--- src/rtl/exec_wb.sv ---
// exec_wb: multi-cycle execute/write-back stage (ALU ops, serial shifts, optional shift-add MUL).
// Define EXEC_WB_MUL_EN to build the multiplier for opcode 111; otherwise 111 raises err.
module exec_wb (
    input  logic       clk,
    input  logic       rst,
    input  logic       in_valid,
    output logic       in_ready,
    input  logic [2:0] op,
    input  logic [2:0] dst,
    input  logic [7:0] a,
    input  logic [7:0] b,
    output logic       we,
    output logic [2:0] waddr,
    output logic [7:0] wdata,
    output logic       flag_z,
    output logic       flag_c,
    output logic       busy,
    output logic       err
);
    localparam logic [2:0] OP_ADD = 3'd0, OP_SUB = 3'd1, OP_AND = 3'd2, OP_OR  = 3'd3,
                           OP_XOR = 3'd4, OP_SHL = 3'd5, OP_SHR = 3'd6, OP_MUL = 3'd7;
`ifdef EXEC_WB_MUL_EN
    localparam bit MUL_EN = 1'b1;
`else
    localparam bit MUL_EN = 1'b0;
`endif

    typedef enum logic [1:0] {IDLE, EXEC, WB} state_t;
    state_t state_q, state_d;

    logic [2:0] op_q, op_d, dst_q, dst_d, cnt_q, cnt_d, waddr_q, waddr_d;
    logic [7:0] sh_q, sh_d, wdata_q, wdata_d;
    logic       fz_q, fz_d, fc_q, fc_d;
    logic       accept, single;
    logic [8:0] sum;
    logic [7:0] alu_res, step_res;
    logic       alu_c, step_c;
`ifdef EXEC_WB_MUL_EN
    logic [15:0] acc_q, acc_d, mcand_q, mcand_d, acc_sum;
`endif

    assign accept = in_valid & in_ready;
    assign single = (op <= OP_XOR) || (op == OP_MUL && !MUL_EN) ||
                    ((op == OP_SHL || op == OP_SHR) && b[2:0] == 3'd0);

    always_ff @(posedge clk) begin
        if (rst) begin
            state_q <= IDLE;
            op_q    <= '0;
            dst_q   <= '0;
            cnt_q   <= '0;
            sh_q    <= '0;
            waddr_q <= '0;
            wdata_q <= '0;
            fz_q    <= 1'b0;
            fc_q    <= 1'b0;
`ifdef EXEC_WB_MUL_EN
            acc_q   <= '0;
            mcand_q <= '0;
`endif
        end else begin
            state_q <= state_d;
            op_q    <= op_d;
            dst_q   <= dst_d;
            cnt_q   <= cnt_d;
            sh_q    <= sh_d;
            waddr_q <= waddr_d;
            wdata_q <= wdata_d;
            fz_q    <= fz_d;
            fc_q    <= fc_d;
`ifdef EXEC_WB_MUL_EN
            acc_q   <= acc_d;
            mcand_q <= mcand_d;
`endif
        end
    end

    always_comb begin
        state_d = state_q;
        case (state_q)
            IDLE:    if (accept) state_d = single ? WB : EXEC;
            EXEC:    if (cnt_q == 3'd0) state_d = WB;
            WB:      state_d = IDLE;
            default: state_d = IDLE;
        endcase
    end

    always_comb begin
        sum     = {1'b0, a} + {1'b0, b};
        alu_res = a;
        alu_c   = 1'b0;
        case (op)
            OP_ADD: begin alu_res = sum[7:0]; alu_c = sum[8]; end
            OP_SUB: begin alu_res = a - b;    alu_c = (a < b); end
            OP_AND: alu_res = a & b;
            OP_OR:  alu_res = a | b;
            OP_XOR: alu_res = a ^ b;
            default: ;
        endcase
    end

    // One EXEC step; MUL reuses the right shift to walk its multiplier bits.
    always_comb begin
        step_res = (op_q == OP_SHL) ? {sh_q[6:0], 1'b0} : {1'b0, sh_q[7:1]};
        step_c   = (op_q == OP_SHL) ? sh_q[7] : sh_q[0];
`ifdef EXEC_WB_MUL_EN
        acc_sum  = acc_q + (sh_q[0] ? mcand_q : 16'h0000);
`endif
    end

    always_comb begin
        op_d    = op_q;
        dst_d   = dst_q;
        cnt_d   = cnt_q;
        sh_d    = sh_q;
        waddr_d = waddr_q;
        wdata_d = wdata_q;
        fz_d    = fz_q;
        fc_d    = fc_q;
`ifdef EXEC_WB_MUL_EN
        acc_d   = acc_q;
        mcand_d = mcand_q;
`endif
        if (state_q == IDLE && accept) begin
            op_d  = op;
            dst_d = dst;
            sh_d  = (op == OP_MUL) ? b : a;
            cnt_d = (op == OP_MUL) ? 3'd7 : b[2:0] - 3'd1;
`ifdef EXEC_WB_MUL_EN
            acc_d   = '0;
            mcand_d = {8'h00, a};
`endif
            if (single && op != OP_MUL) begin
                waddr_d = dst;
                wdata_d = alu_res;
                fz_d    = (alu_res == 8'h00);
                fc_d    = alu_c;
            end
        end else if (state_q == EXEC) begin
            cnt_d = cnt_q - 3'd1;
            sh_d  = step_res;
`ifdef EXEC_WB_MUL_EN
            acc_d   = acc_sum;
            mcand_d = mcand_q << 1;
`endif
            if (cnt_q == 3'd0) begin
                waddr_d = dst_q;
`ifdef EXEC_WB_MUL_EN
                if (op_q == OP_MUL) begin
                    wdata_d = acc_sum[7:0];
                    fz_d    = (acc_sum[7:0] == 8'h00);
                    fc_d    = |acc_sum[15:8];
                end else
`endif
                begin
                    wdata_d = step_res;
                    fz_d    = (step_res == 8'h00);
                    fc_d    = step_c;
                end
            end
        end
    end

    always_comb begin
        in_ready = (state_q == IDLE) & ~rst;
        busy     = (state_q != IDLE);
        we       = (state_q == WB) && (MUL_EN || op_q != OP_MUL);
        err      = (state_q == WB) && !MUL_EN && op_q == OP_MUL;
        waddr    = waddr_q;
        wdata    = wdata_q;
        flag_z   = fz_q;
        flag_c   = fc_q;
    end
endmodule
--- config.mk ---
export PLATFORM = sky130hd
export DESIGN_NAME = exec_wb
export DESIGN_NICKNAME = d
export VERILOG_FILES = /design/src/rtl/exec_wb.sv
export SDC_FILE = /design/constraint.sdc
export NUM_CORES = 1
export LEC_CHECK = 0
export CAP_MARGIN = 20
export CELL_PAD_IN_SITES_DETAIL_PLACEMENT = 0
export CELL_PAD_IN_SITES_GLOBAL_PLACEMENT = 2
export CORE_ASPECT_RATIO = 2
export CORE_UTILIZATION = 25
export DETAILED_ROUTE_END_ITERATION = 12
export PLACE_DENSITY_LB_ADDON = 0.3
export SLEW_MARGIN = 10
export SYNTH_ARGS = -nofsm -noshare
export SYNTH_HDL_FRONTEND = slang
export SYNTH_SLANG_ARGS = --single-unit
--- constraint.sdc ---
create_clock -name clk -period 3 [get_ports clk]
set_input_delay 0.3 -clock clk [delete_from_list [all_inputs] [get_ports clk]]
set_output_delay 0.3 -clock clk [all_outputs]
set_load 0.1 [all_outputs]
# Yosys cells after proc, flatten, opt, wreduce, memory -nomap -nowiden
# Cells that the tools add are included.
[op_classes] n_addsub=4 magnitude_cmp=2 eq_ne=16 mux=30 n_bitwise=6 reduce_logical=19
[op_table] op="8-bit 2-to-1 mux" n=8
[op_table] op="8-bit case mux with 5 select lines" n=1
[op_table] op="3-bit 2-to-1 mux" n=7
[op_table] op="3-bit == test (second input constant)" n=6
[op_table] op="8-bit logical NOT" n=2
[op_table] op="8-bit by 8-bit adder with 9-bit output" n=1
[op_table] op="3-bit logical NOT" n=3
[op_table] op="1-bit 2-to-1 mux" n=9
[op_table] op="8-bit bitwise AND" n=1
[op_table] op="8-bit less-than comparator" n=1
[op_table] op="8-bit bitwise OR" n=1
[op_table] op="8-bit subtractor" n=1
[op_table] op="8-bit bitwise XOR" n=1
[op_table] op="3-bit by 2-bit == test with 1-bit output (second input constant)" n=2
[op_table] op="2-bit 2-to-1 mux" n=3
[op_table] op="3-bit != test (second input constant)" n=2
[op_table] op="2-bit nonzero test" n=3
[op_table] op="3-bit by 1-bit subtractor with 3-bit output (second input constant)" n=2
[op_table] op="1-bit logical AND" n=5
[op_table] op="2-bit != test (second input constant)" n=2
[op_table] op="2-bit case mux with 2 select lines" n=1
[op_table] op="3-bit by 1-bit == test with 1-bit output (second input constant)" n=1
[op_table] op="3-bit <= comparator (second input constant)" n=1
[op_table] op="1-bit logical OR" n=3
[op_table] op="other kinds (9)" n=10
[totals] ff_bits=32 in_bits=25 output_inout_bits=17 wordCells=86

# Logic depth before layout (Yosys ltp)
# Gate-level depths: netlist of run 1.
[logic_depth] word_depth=7 ltp_mapped=10

# Least setup slack after synthesis of run 1
# Ideal clock, no wire load.
[synth_path] path_type="input-to-reg" startpoint="input port rst" endpoint="register cnt_q[0]" setup_time_ns=0.091 arrival_time_ns=3.663 slack_ns=-0.754 cell_stages=7 cell_sequence="buf_6 > nor3_1 > and2_1 > clkbuf_1 > buf_1 > nor2_1 > a311oi_1"
[synth_between] elab_chain_len=5 elab_cells_between_ends=6
[synth_lines] item="start, declared" line="5" rtl="input logic rst,"
[synth_lines] item="1-bit NOT (*)" line="165" rtl="in_ready = (state_q == IDLE) & ~rst;"
[synth_lines] item="1-bit bitwise AND (*)" line="165"
[synth_lines] item="named net in_ready" line="7" rtl="output logic in_ready,"
[synth_lines] item="1-bit bitwise AND (*)" line="42" rtl="assign accept = in_valid & in_ready;"
[synth_lines] item="1-bit logical AND (*)" line="124" rtl="if (state_q == IDLE && accept) begin"
[synth_lines] item="3-bit 2-to-1 mux or 2-bit nonzero test (tied branches)"
[synth_lines] item="end signal, assigned" line="65" rtl="cnt_q <= cnt_d;"
[synth_lines] item="end, declared" line="31" rtl="logic [2:0] op_q, op_d, dst_q, dst_d, cnt_q, cnt_d, waddr_q, waddr_d;"
# The timed path passes the listed nets; every way through them passes the cells marked *.
# A chain may end at the register's enable or synchronous reset.

# Final worst setup path of run 1
[layout_path] startpoint="input port a[0]" endpoint="register wdata_q[6] (netlist: wdata[6])"
[layout_between] elab_chain_len=4 elab_cells_between_ends=5
[layout_lines] item="start, declared" line="10" rtl="input logic [7:0] a,"
[layout_lines] item="8-bit subtractor or 8-bit by 8-bit adder with 9-bit output (tied branches)" line="94, 89"
[layout_lines] item="8-bit case mux with 5 select lines (*)" line="92" rtl="case (op)"
[layout_lines] item="8-bit 2-to-1 mux (*)" line="133" rtl="if (single && op != OP_MUL) begin"
[layout_lines] item="8-bit 2-to-1 mux (*)" line="124"
[layout_lines] item="end signal, assigned" line="68" rtl="wdata_q <= wdata_d;"
[layout_lines] item="end, declared" line="32" rtl="logic [7:0] sh_q, sh_d, wdata_q, wdata_d;"
# Mark *: on every way between the ends. The rest lies on a longest branch, timed or not. The select of a mux whose other input is x is not followed.

==> results of run 1 <==
==> worst max-delay path by stage <==
stage | slack (ns) | depth (start not counted) | end | from
3_5_place_dp | -0.15 | 12 | wdata[6] | a[0]
2_1_floorplan | 0.19 | 7 | cnt_q[0] | rst
5_1_grt | 0.02 | 12 | wdata[6] | a[0]
3_3_place_gp | -0.15 | 12 | wdata[6] | a[0]
4_1_cts | 0.14 | 12 | wdata[6] | a[0]
6_report | 0.15 | 12 | wdata[6] | a[0]
==> per-layer routing <==
metal	vias up	global-route usage (%)	part of all wire (%)
li1	1591	-	-
met1	1481	17.39	36
met2	64	35.30	58
met3	19	1.166	2.2
met4	0	9.524	3.9
met5	-	0	0
==> critical path, delay by kind of cell <==
family                     cells  cell delay [ns]
AOI/OAI and AO/OA              6             1.08
adders and majority gates      2             0.62
buffers and inverters          3             0.71
and+or+nand+nor                1             0.29
==> sequential cells by signal, summed over array words and instances, names as in the netlist <==
signal   flops
flag_c       1
waddr        3
cnt_q        3
dst_q        3
flag_z       1
wdata        8
op_q         3
sh_q         8
state_q      2
==> cell type report <==
type	instances	share of cell area (%)
Sequential cell	32	16.14
Inverter	25	2.364
Multi-Input combinational cell	323	53.26
Clock buffer	8	3.687
Tap cell	145	4.570
Timing Repair Buffer	92	19.98
==> Yosys cell counts, drive strengths merged (2+ instances only) <==
cell type  instances  area, um2
a2111oi            3      33.78
a211oi            13      97.59
a21o               2      15.01
a21oi             40      200.2
a221oi             3      26.28
a311o              2      20.02
a311oi             8      87.59
a31oi              5      31.28
and3               2      12.51
buf               14      82.57
clkbuf            15      56.30
dfxtp             32      640.6
fa                 2      40.04
ha                28      350.3
inv               25      93.84
mux2i             10      100.1
nand2             53      198.9
nand2b             7      43.79
nand3             10      50.05
nand3b             4      30.03
nand4              2      12.51
nor2              40      150.1
nor2b              7      43.79
nor3              12      60.06
o211ai             7      52.55
o21a               2      15.01
o21ai             25      128.9
o21bai             3      22.52
o22a               2      17.52
o41ai              2      25.03
or2                4      25.02
xnor2              3      26.28
xor2               3      26.28
==> cell families after synthesis <==
logic type / synth area share, %
multiplexers: 3.356
buffers and inverters: 7.802
XOR/XNOR: 1.762
AO/OA/AOI/OAI: 29.61
AND/OR/NAND/NOR: 22.90
adder cells (fa/ha/maj): 13.09
flip-flops: 21.48
==> stage by stage <==
stage                     total power, uW  utilization (%)  std cells  setup TNS [ns]  hold slack [ns]
after global placement               1090            32.68        617         -0.1842           0.4418
final                                1595            33.93        625               0           0.4482
after floorplan                     864.9                -        409               0           0.4087
after global routing                 1671            33.93        625               0           0.4604
after CTS                            1611            33.93        625               0           0.4522
after detailed placement             1090            32.68        617         -0.1485           0.4467
==> power by group <==
group / leakage (uW) / switching [uW] / internal, uW
clock network: 0.0000712 / 185 / 331
logic: 0.00138 / 370 / 234
registers: 0.000262 / 21.5 / 454
==> run_results.csv, run 1 <==
group,metric,value,unit
status,status,"completed",
placed_design,hpwlAfterDp,8502,um
setup_path,timing.rr.end,"flag_z",
logic_synthesis,yosys_warnings,0,
logic_synthesis,postSynthNetCount,464,
timing,finalCritPeriodShare,94.99,%
cells_and_area,layout-drive-gt1-share,16.25,%
logic_synthesis,syn_avg_cell_area,7.293,um2
cells_and_area,final_cell_mix,"sky130_fd_sc_hd__buf_4, sky130_fd_sc_hd__nand2_1, sky130_fd_sc_hd__nor2_1, sky130_fd_sc_hd__a21oi_1, sky130_fd_sc_hd__dfxtp_1",
timing,max_clock_freq,350.9,MHz
timing,hold_violations,0,
grt,groute.usage.overall,17.71,%
timing,timing.slew.headroom,35.67,%
cts,cts-root-buf,"sky130_fd_sc_hd__clkbuf_16",
setup_path,r2r.worst_path.cells,8,
cts,cts-hold-fix-buffers,0,
floorplanning,fp.dieH,156.5,um
power_and_ir_drop,power.density_cell_area,401.7,mW/mm2
floorplanning,placementRows,56,
cts,cts_buffers,5,
cells_and_area,register_cell_area_after_layout,640.6,um2
logic_synthesis,post_synthesis_sequential_area_ratio,21.48,%
cells_and_area,flow.area_growth_from_synthesis,33.10,%
routing,antenna_violating_nets_post_route,0,
timing,post-route-worst-setup-slack,0.1504,ns
placed_design,placed_area,0.003824,mm2
cts,ctsLongestPathBuffers,2,
floorplanning,die_area,0.01240,mm2
floorplanning,floorplan.core_area,0.01170,mm2
setup_path,arrival,3.00,ns
setup_path,timing.critical_path.fanout_max,3,
cells_and_area,nFillCells,1240,
routing,drt-initial-drc-count,122,
logic_synthesis,synth_cell_types,61,
cells_and_area,final_antenna_diode_count,0,
logic_synthesis,syn_inst,409,
cts,clock_latency_on_the_worst_skew_pair,0.28,ns
min_path,worst_min_delay_path_class,"reg2reg",
placed_design,placement.io_buffers,41,
power_and_ir_drop,power.static_leakage,0.001709,uW
timing,timing.final.setup_violations,0,
cts,path_clk_slew,0.05,ns
floorplanning,die_width,79.24,um
cells_and_area,num-nets-final,534,
routing,total_iterations_of_the_first_detailed_routing_run,4,
routing,drt_drc_violations_left,0,
cts,cts-htree-levels,2,
logic_synthesis,cell_area_after_synthesis,0.002983,mm2
logic_synthesis,synth-async-reset-ratio,0,%
cts,postCtsResizedCells,0,
setup_path,startpoint_types,"input pin",
grt,grt_max_degree,34,
min_path,whs_path_depth,2,
timing,final_skew,0.002352,ns
timing,min_period,2.850,ns
placed_design,dp_slack,-0.1453,ns
setup_path,crit-reg2reg-launch,"state_q[1]",
cts,cts_tree,"built",
timing,grt_setup_unrepaired,"no",
placed_design,last_weighted_congestion_value_of_the_routability_driven_placer,0.8836,
setup_path,crit_slowest_cell,"sky130_fd_sc_hd__clkdlybuf4s50_1",
grt,antenna_found_initial,0,
setup_path,crit_required,3.15,ns
cts,post_cts_buffers,0,
routing,routed_via_density,5.048,
logic_synthesis,synthFlopType,"sky130_fd_sc_hd__dfxtp_1",
grt,globalRoute.totalOverflow,0,
setup_path,timing.critical_path.slowest_cell_delay,0.47,ns
min_path,hold_end,"wdata[4]",
setup_path,cp-end-kind,"flop",
timing,timing_max_transition_violations_final,0,
routing,via_count,3155,
logic_synthesis,number_of_flip_flops_and_latches_in_the_synthesized_netlist,32,
floorplanning,initial_utilization,25.49,%
cells_and_area,multi_input_comb_area,0.002115,mm2
grt,number_of_global_route_vias_before_repair,3132,
setup_path,setup.reg_to_reg.worst_slack,0.79,ns
routing,drt_wl_total,10420,um
job,max-cap-violations,0,
logic_synthesis,synth_edf_count,0,
setup_path,setup.worst_path.class,"in2reg",
cells_and_area,final_common_cell,"sky130_fd_sc_hd__buf_4",
timing,actual_transition_at_the_worst_max_transition_pin,0.9620,ns
routing,detail_route.wl_per_cell,16.67,um
power_and_ir_drop,vdd.ir_drop.worst,0.0003856,V
grt,grt_pass1_wl,16640,um
min_path,hold_start,"wdata[4]",
cells_and_area,layout.cell_area.non_filler,0.003970,mm2
cts,numClockSinks,32,
setup_path,path_cells,"clkdlybuf4s50_1, inv_1, ha_1, fa_1, or2_2, a221oi_1, buf_4, a22o_1, a31oi_1, o22a_1, a311oi_1, o32ai_1",
floorplanning,ioPinCount,42,
Note: power is estimated with default switching activity, not from simulation.
==> run 2, diff against run 1 <==
--- a/config.mk
+++ b/config.mk
@@ -10,8 +10,9 @@
 export CELL_PAD_IN_SITES_GLOBAL_PLACEMENT = 2
 export CORE_ASPECT_RATIO = 2
 export CORE_UTILIZATION = 25
+export CTS_BUF_LIST = sky130_fd_sc_hd__clkbuf_4 sky130_fd_sc_hd__clkbuf_8
 export DETAILED_ROUTE_END_ITERATION = 12
-export PLACE_DENSITY_LB_ADDON = 0.3
+export PLACE_DENSITY = 0.66
 export SLEW_MARGIN = 10
 export SYNTH_ARGS = -nofsm -noshare
 export SYNTH_HDL_FRONTEND = slang
==> run_results.csv, run 2 (same netlist as run 1, synthesis figures left out) <==
group,metric,value,unit
timing,timing.slew.headroom,35.86,%
power_and_ir_drop,vdd.ir_drop.worst,0.0002285,V
timing,timing_max_transition_violations_final,0,
cts,cts_buffers,5,
timing,grt_setup_unrepaired,"no",
power_and_ir_drop,power.net_switching,550.7,uW
routing,total_iterations_of_the_first_detailed_routing_run,4,
cts,ctsLongestPathBuffers,2,
power_and_ir_drop,proportion_of_power_drawn_by_combinational_gates,41.6,%
routing,via_count,3124,
floorplanning,initial_utilization,25.49,%
cells_and_area,num-nets-final,525,
setup_path,crit_required,3.17,ns
cts,path_clk_slew,0.07,ns
timing,hold_violations,0,
cells_and_area,nFillCells,1259,
cts,postCtsResizedCells,0,
grt,globalRoute.totalOverflow,0,
placed_design,last_weighted_congestion_value_of_the_routability_driven_placer,0.8406,
placed_design,placement.io_buffers,41,
timing,max_clock_freq,350.6,MHz
setup_path,setup.worst_path.class,"in2reg",
cts,cts-hold-fix-buffers,0,
floorplanning,placementRows,56,
timing,final.setup.tns,0,ns
placed_design,hpwlAfterDp,8264,um
setup_path,startpoint_types,"input pin",
setup_path,worst_path_dominant_cell_family,"compound AO/OA/AOI/OAI gates",
floorplanning,die_area,0.01240,mm2
cells_and_area,flow.area_growth_from_synthesis,29.99,%
job,max-cap-violations,0,
min_path,whs_path_depth,2,
setup_path,r2r.worst_path.cells,7,
floorplanning,ioPinCount,42,
routing,detail_route.wl_per_cell,17.00,um
timing,timing.final.setup_violations,0,
setup_path,bufs_and_invs_on_worst_path,3,
min_path,worst_min_delay_path_class,"reg2reg",
timing,actual_transition_at_the_worst_max_transition_pin,0.9591,ns
cells_and_area,layout.cell_area.non_filler,0.003877,mm2
setup_path,path_cells,"clkdlybuf4s50_1, inv_1, ha_1, fa_1, or2_2, a221oi_1, buf_4, a22o_1, a31oi_1, o22a_1, a311oi_1, o32ai_1",
cells_and_area,register_cell_area_after_layout,640.6,um2
timing,post-route-worst-setup-slack,0.1480,ns
cts,clock_latency_on_the_worst_skew_pair,0.29,ns
grt,number_of_global_route_vias_before_repair,3058,
cells_and_area,final_common_cell,"sky130_fd_sc_hd__nand2_1",
timing,min_period,2.852,ns
routing,drt_drc_violations_left,0,
grt,grt_pass1_wl,16120,um
floorplanning,floorplan.core_area,0.01170,mm2
setup_path,crit_cells,12,
cts,post_cts_buffers,0,
placed_design,numPlacedInstances,608,
cells_and_area,layout-drive-gt1-share,14.89,%
setup_path,timing.critical_path.fanout_max,3,
routing,antenna_violating_nets_post_route,0,
setup_path,cp-end-kind,"flop",
grt,grt_max_degree,39,
status,status,"completed",
grt,antenna_found_initial,0,
cells_and_area,instances_no_fill,615,
cts,numClockSinks,32,
power_and_ir_drop,internal_power,887.7,uW
power_and_ir_drop,p_clk_share,25.4,%
power_and_ir_drop,sequentialPowerShare,33.0,%
power_and_ir_drop,power.static_leakage,0.001652,uW
routing,drt_wl_total,10450,um
cells_and_area,final_antenna_diode_count,0,
cts,cts-htree-levels,2,
timing,final_skew,0.002188,ns
placed_design,placed_area,0.003781,mm2
floorplanning,die_width,79.24,um
cells_and_area,final_cell_mix,"sky130_fd_sc_hd__nand2_1, sky130_fd_sc_hd__buf_4, sky130_fd_sc_hd__nor2_1, sky130_fd_sc_hd__a21oi_1, sky130_fd_sc_hd__dfxtp_1",
setup_path,arrival,3.02,ns
cts,cts-root-buf,"sky130_fd_sc_hd__clkbuf_8",
timing,finalCritPeriodShare,95.07,%
power_and_ir_drop,power.density_cell_area,371.0,mW/mm2
cts,cts_tree,"built",
setup_path,timing.critical_path.slowest_cell_delay,0.48,ns
routing,drt-initial-drc-count,145,
placed_design,dp_slack,-0.1689,ns
grt,groute.usage.overall,17.39,%
routing,routed_via_density,5.080,
setup_path,crit_slowest_cell,"sky130_fd_sc_hd__clkdlybuf4s50_1",
floorplanning,fp.dieH,156.5,um
power_and_ir_drop,netSwitchingFraction,38.29,%
cells_and_area,multi_input_comb_area,0.002115,mm2
## run 2: routing by layer
layer	global-route usage, %	routed length (um)	vias up
li1	-	-	1571
met5	0	0	-
met3	1.224	207	22
met4	10.48	484	0
met2	34.03	5866	60
met1	17.11	3895	1471
## run 2: through the flow
stage | power [uW] | hold slack (ns) | util, %
floorplan | 864.9 | 0.4087 | -
global placement | 1086 | 0.4414 | 32.31
detailed placement | 1084 | 0.4465 | 32.31
CTS | 1458 | 0.4554 | 33.14
global route | 1521 | 0.4649 | 33.14
finish | 1438 | 0.4488 | 33.14
## run 2: power by group through the flow
stage | clock network [uW] | registers, uW | logic (uW)
6_report | 365 | 475 | 599
4_1_cts | 381 | 475 | 603
2_1_floorplan | 0 | 559 | 305
3_5_place_dp | 0 | 484 | 600
3_3_place_gp | 0 | 484 | 602
5_1_grt | 394 | 478 | 650
## run 2: tightest hold or removal path, delay by kind of cell, from the launching register on
family             cells  cell delay (ns)
and+or+nand+nor        1             0.05
DFF                    1             0.31
AOI/OAI and AO/OA      1             0.05
## run 2: final timing paths
path / startpoint / to / slack (ns)
hold reg to reg: wdata[4] / wdata[4] / 0.45
hold / removal: wdata[4] / wdata[4] / 0.45
setup reg to reg: state_q[1] / flag_z / 0.73
setup / recovery: a[0] / wdata[6] / 0.15
## run 2: cell type report
type,count,share of cell area (%)
Clock buffer,7,2.485
Inverter,25,2.420
Multi-Input combinational cell,323,54.53
Sequential cell,32,16.52
Tap cell,145,4.679
Timing Repair Buffer,83,19.36
==> run 3, diff against run 2 <==
--- a/config.mk
+++ b/config.mk
@@ -12,7 +12,7 @@
 export CORE_UTILIZATION = 25
 export CTS_BUF_LIST = sky130_fd_sc_hd__clkbuf_4 sky130_fd_sc_hd__clkbuf_8
 export DETAILED_ROUTE_END_ITERATION = 12
-export PLACE_DENSITY = 0.66
+export PLACE_DENSITY_LB_ADDON = 0.1
 export SLEW_MARGIN = 10
 export SYNTH_ARGS = -nofsm -noshare
 export SYNTH_HDL_FRONTEND = slang
==> run_results.csv, run 3 (same netlist as run 1, synthesis figures left out) <==
group,metric,value,unit
status,status,"completed",
cells_and_area,final_antenna_diode_count,0,
grt,groute.usage.overall,18.54,%
cts,ctsLongestPathBuffers,2,
floorplanning,die_width,79.24,um
routing,antenna_violating_nets_post_route,0,
floorplanning,ioPinCount,42,
placed_design,placed_area,0.003869,mm2
cts,cts-root-buf,"sky130_fd_sc_hd__clkbuf_8",
cts,numClockSinks,32,
setup_path,startpoint_types,"input pin",
timing,max_clock_freq,363.3,MHz
timing,min_period,2.753,ns
grt,grt_pass1_wl,17140,um
cells_and_area,nFillCells,1265,
setup_path,r2r.worst_path.cells,8,
power_and_ir_drop,power.static_leakage,0.001716,uW
min_path,worst_min_delay_path_class,"reg2reg",
placed_design,last_weighted_congestion_value_of_the_routability_driven_placer,0.8557,
cts,path_clk_slew,0.07,ns
routing,via_count,3164,
setup_path,arrival,2.93,ns
cells_and_area,final_common_cell,"sky130_fd_sc_hd__buf_4",
timing,final.setup.tns,0,ns
cts,cts-hold-fix-buffers,0,
placed_design,hpwlAfterDp,8949,um
setup_path,timing.critical_path.fanout_max,2,
grt,globalRoute.totalOverflow,0,
cts,postCtsResizedCells,0,
routing,drt-initial-drc-count,158,
cells_and_area,layout-drive-gt1-share,17.98,%
setup_path,timing.critical_path.slowest_cell_delay,0.47,ns
timing,final_skew,0.007822,ns
floorplanning,placementRows,56,
routing,drt_drc_violations_left,0,
timing,finalCritPeriodShare,91.76,%
timing,grt_setup_unrepaired,"no",
routing,routed_via_density,5.030,
timing,whs,0.4475,ns
timing,timing.final.setup_violations,0,
placed_design,dp_slack,-0.1396,ns
setup_path,setup.worst_path.class,"in2reg",
routing,drt_wl_total,10960,um
cts,cts-htree-levels,2,
timing,timing.slew.headroom,35.79,%
setup_path,crit_slowest_cell,"sky130_fd_sc_hd__clkdlybuf4s50_1",
routing,detail_route.wl_per_cell,17.43,um
routing,total_iterations_of_the_first_detailed_routing_run,4,
timing,hold_violations,0,
timing,timing_max_transition_violations_final,0,
floorplanning,die_area,0.01240,mm2
cells_and_area,flow.area_growth_from_synthesis,32.63,%
power_and_ir_drop,power.density_cell_area,360.0,mW/mm2
cells_and_area,num-nets-final,539,
setup_path,path_cells,"clkdlybuf4s50_1, inv_1, ha_1, fa_1, or2_2, a221oi_2, buf_4, a22o_1, a31oi_1, o22a_1, a311oi_1, o32ai_1",
grt,number_of_global_route_vias_before_repair,3175,
setup_path,crit_required,3.18,ns
floorplanning,fp.dieH,156.5,um
min_path,whs_path_depth,2,
grt,grt_max_degree,34,
floorplanning,initial_utilization,25.49,%
cells_and_area,layout.cell_area.non_filler,0.003956,mm2
cts,cts_tree,"built",
timing,post-route-worst-setup-slack,0.2472,ns
cells_and_area,final_cell_mix,"sky130_fd_sc_hd__buf_4, sky130_fd_sc_hd__nand2_1, sky130_fd_sc_hd__nor2_1, sky130_fd_sc_hd__a21oi_1, sky130_fd_sc_hd__dfxtp_1",
cts,post_cts_buffers,0,
timing,actual_transition_at_the_worst_max_transition_pin,0.9602,ns
setup_path,cp-end-kind,"flop",
grt,antenna_found_initial,0,
cts,cts_buffers,5,
cts,clock_latency_on_the_worst_skew_pair,0.30,ns
power_and_ir_drop,power.total,1424,uW
job,max-cap-violations,0,
floorplanning,floorplan.core_area,0.01170,mm2
power_and_ir_drop,vdd.ir_drop.worst,0.0002306,V
placed_design,placement.io_buffers,41,
run 3: worst paths after layout:
kind               to  slack [ns]       start
min reg2reg  wdata[2]        0.45    wdata[2]
max          wdata[6]        0.25        a[0]
min          wdata[2]        0.45    wdata[2]
max reg2reg    flag_z        0.77  state_q[1]
run 3: where the power goes:
part           internal, uW  leakage, uW  switching [uW]
registers               453     0.000262            22.3
clock network           167    0.0000445             162
logic                   244      0.00141             377
total                   863      0.00172             561
run 3: final cells by class:
| cell class | count | area (um2) | area share [%] |
|---|---|---|---|
| well taps | 145 | 181.4 | 4.586 |
| clock inverters | 1 | 5.005 | 0.1265 |
| repair buffers | 97 | 838.3 | 21.19 |
| flip-flops and latches | 32 | 640.6 | 16.19 |
| inverters | 25 | 93.84 | 2.372 |
| multi-input cells | 323 | 2121 | 53.61 |
| clock buffers | 6 | 76.32 | 1.929 |
run 3: per-stage QoR:
stage | utilization (%) | cells
6_report | 33.81 | 629
5_1_grt | 33.81 | 629
4_1_cts | 33.76 | 629
3_5_place_dp | 33.06 | 622
3_3_place_gp | 33.06 | 622
2_1_floorplan | - | 409
run 3: worst max-delay path: cells and delay by family:
kind | cells | cell delay, ns
compound gates | 6 | 1.01
fa+ha+maj | 2 | 0.63
buf+inv | 3 | 0.68
simple gates | 1 | 0.30
run 3: per-layer routing:
layer,wire (um),GRT usage (%),part of all wire (%)
met2,6268,37.15,57
met4,320,8.312,2.9
met5,0,0,0
met1,4113,18.59,38
met3,262,1.399,2.4
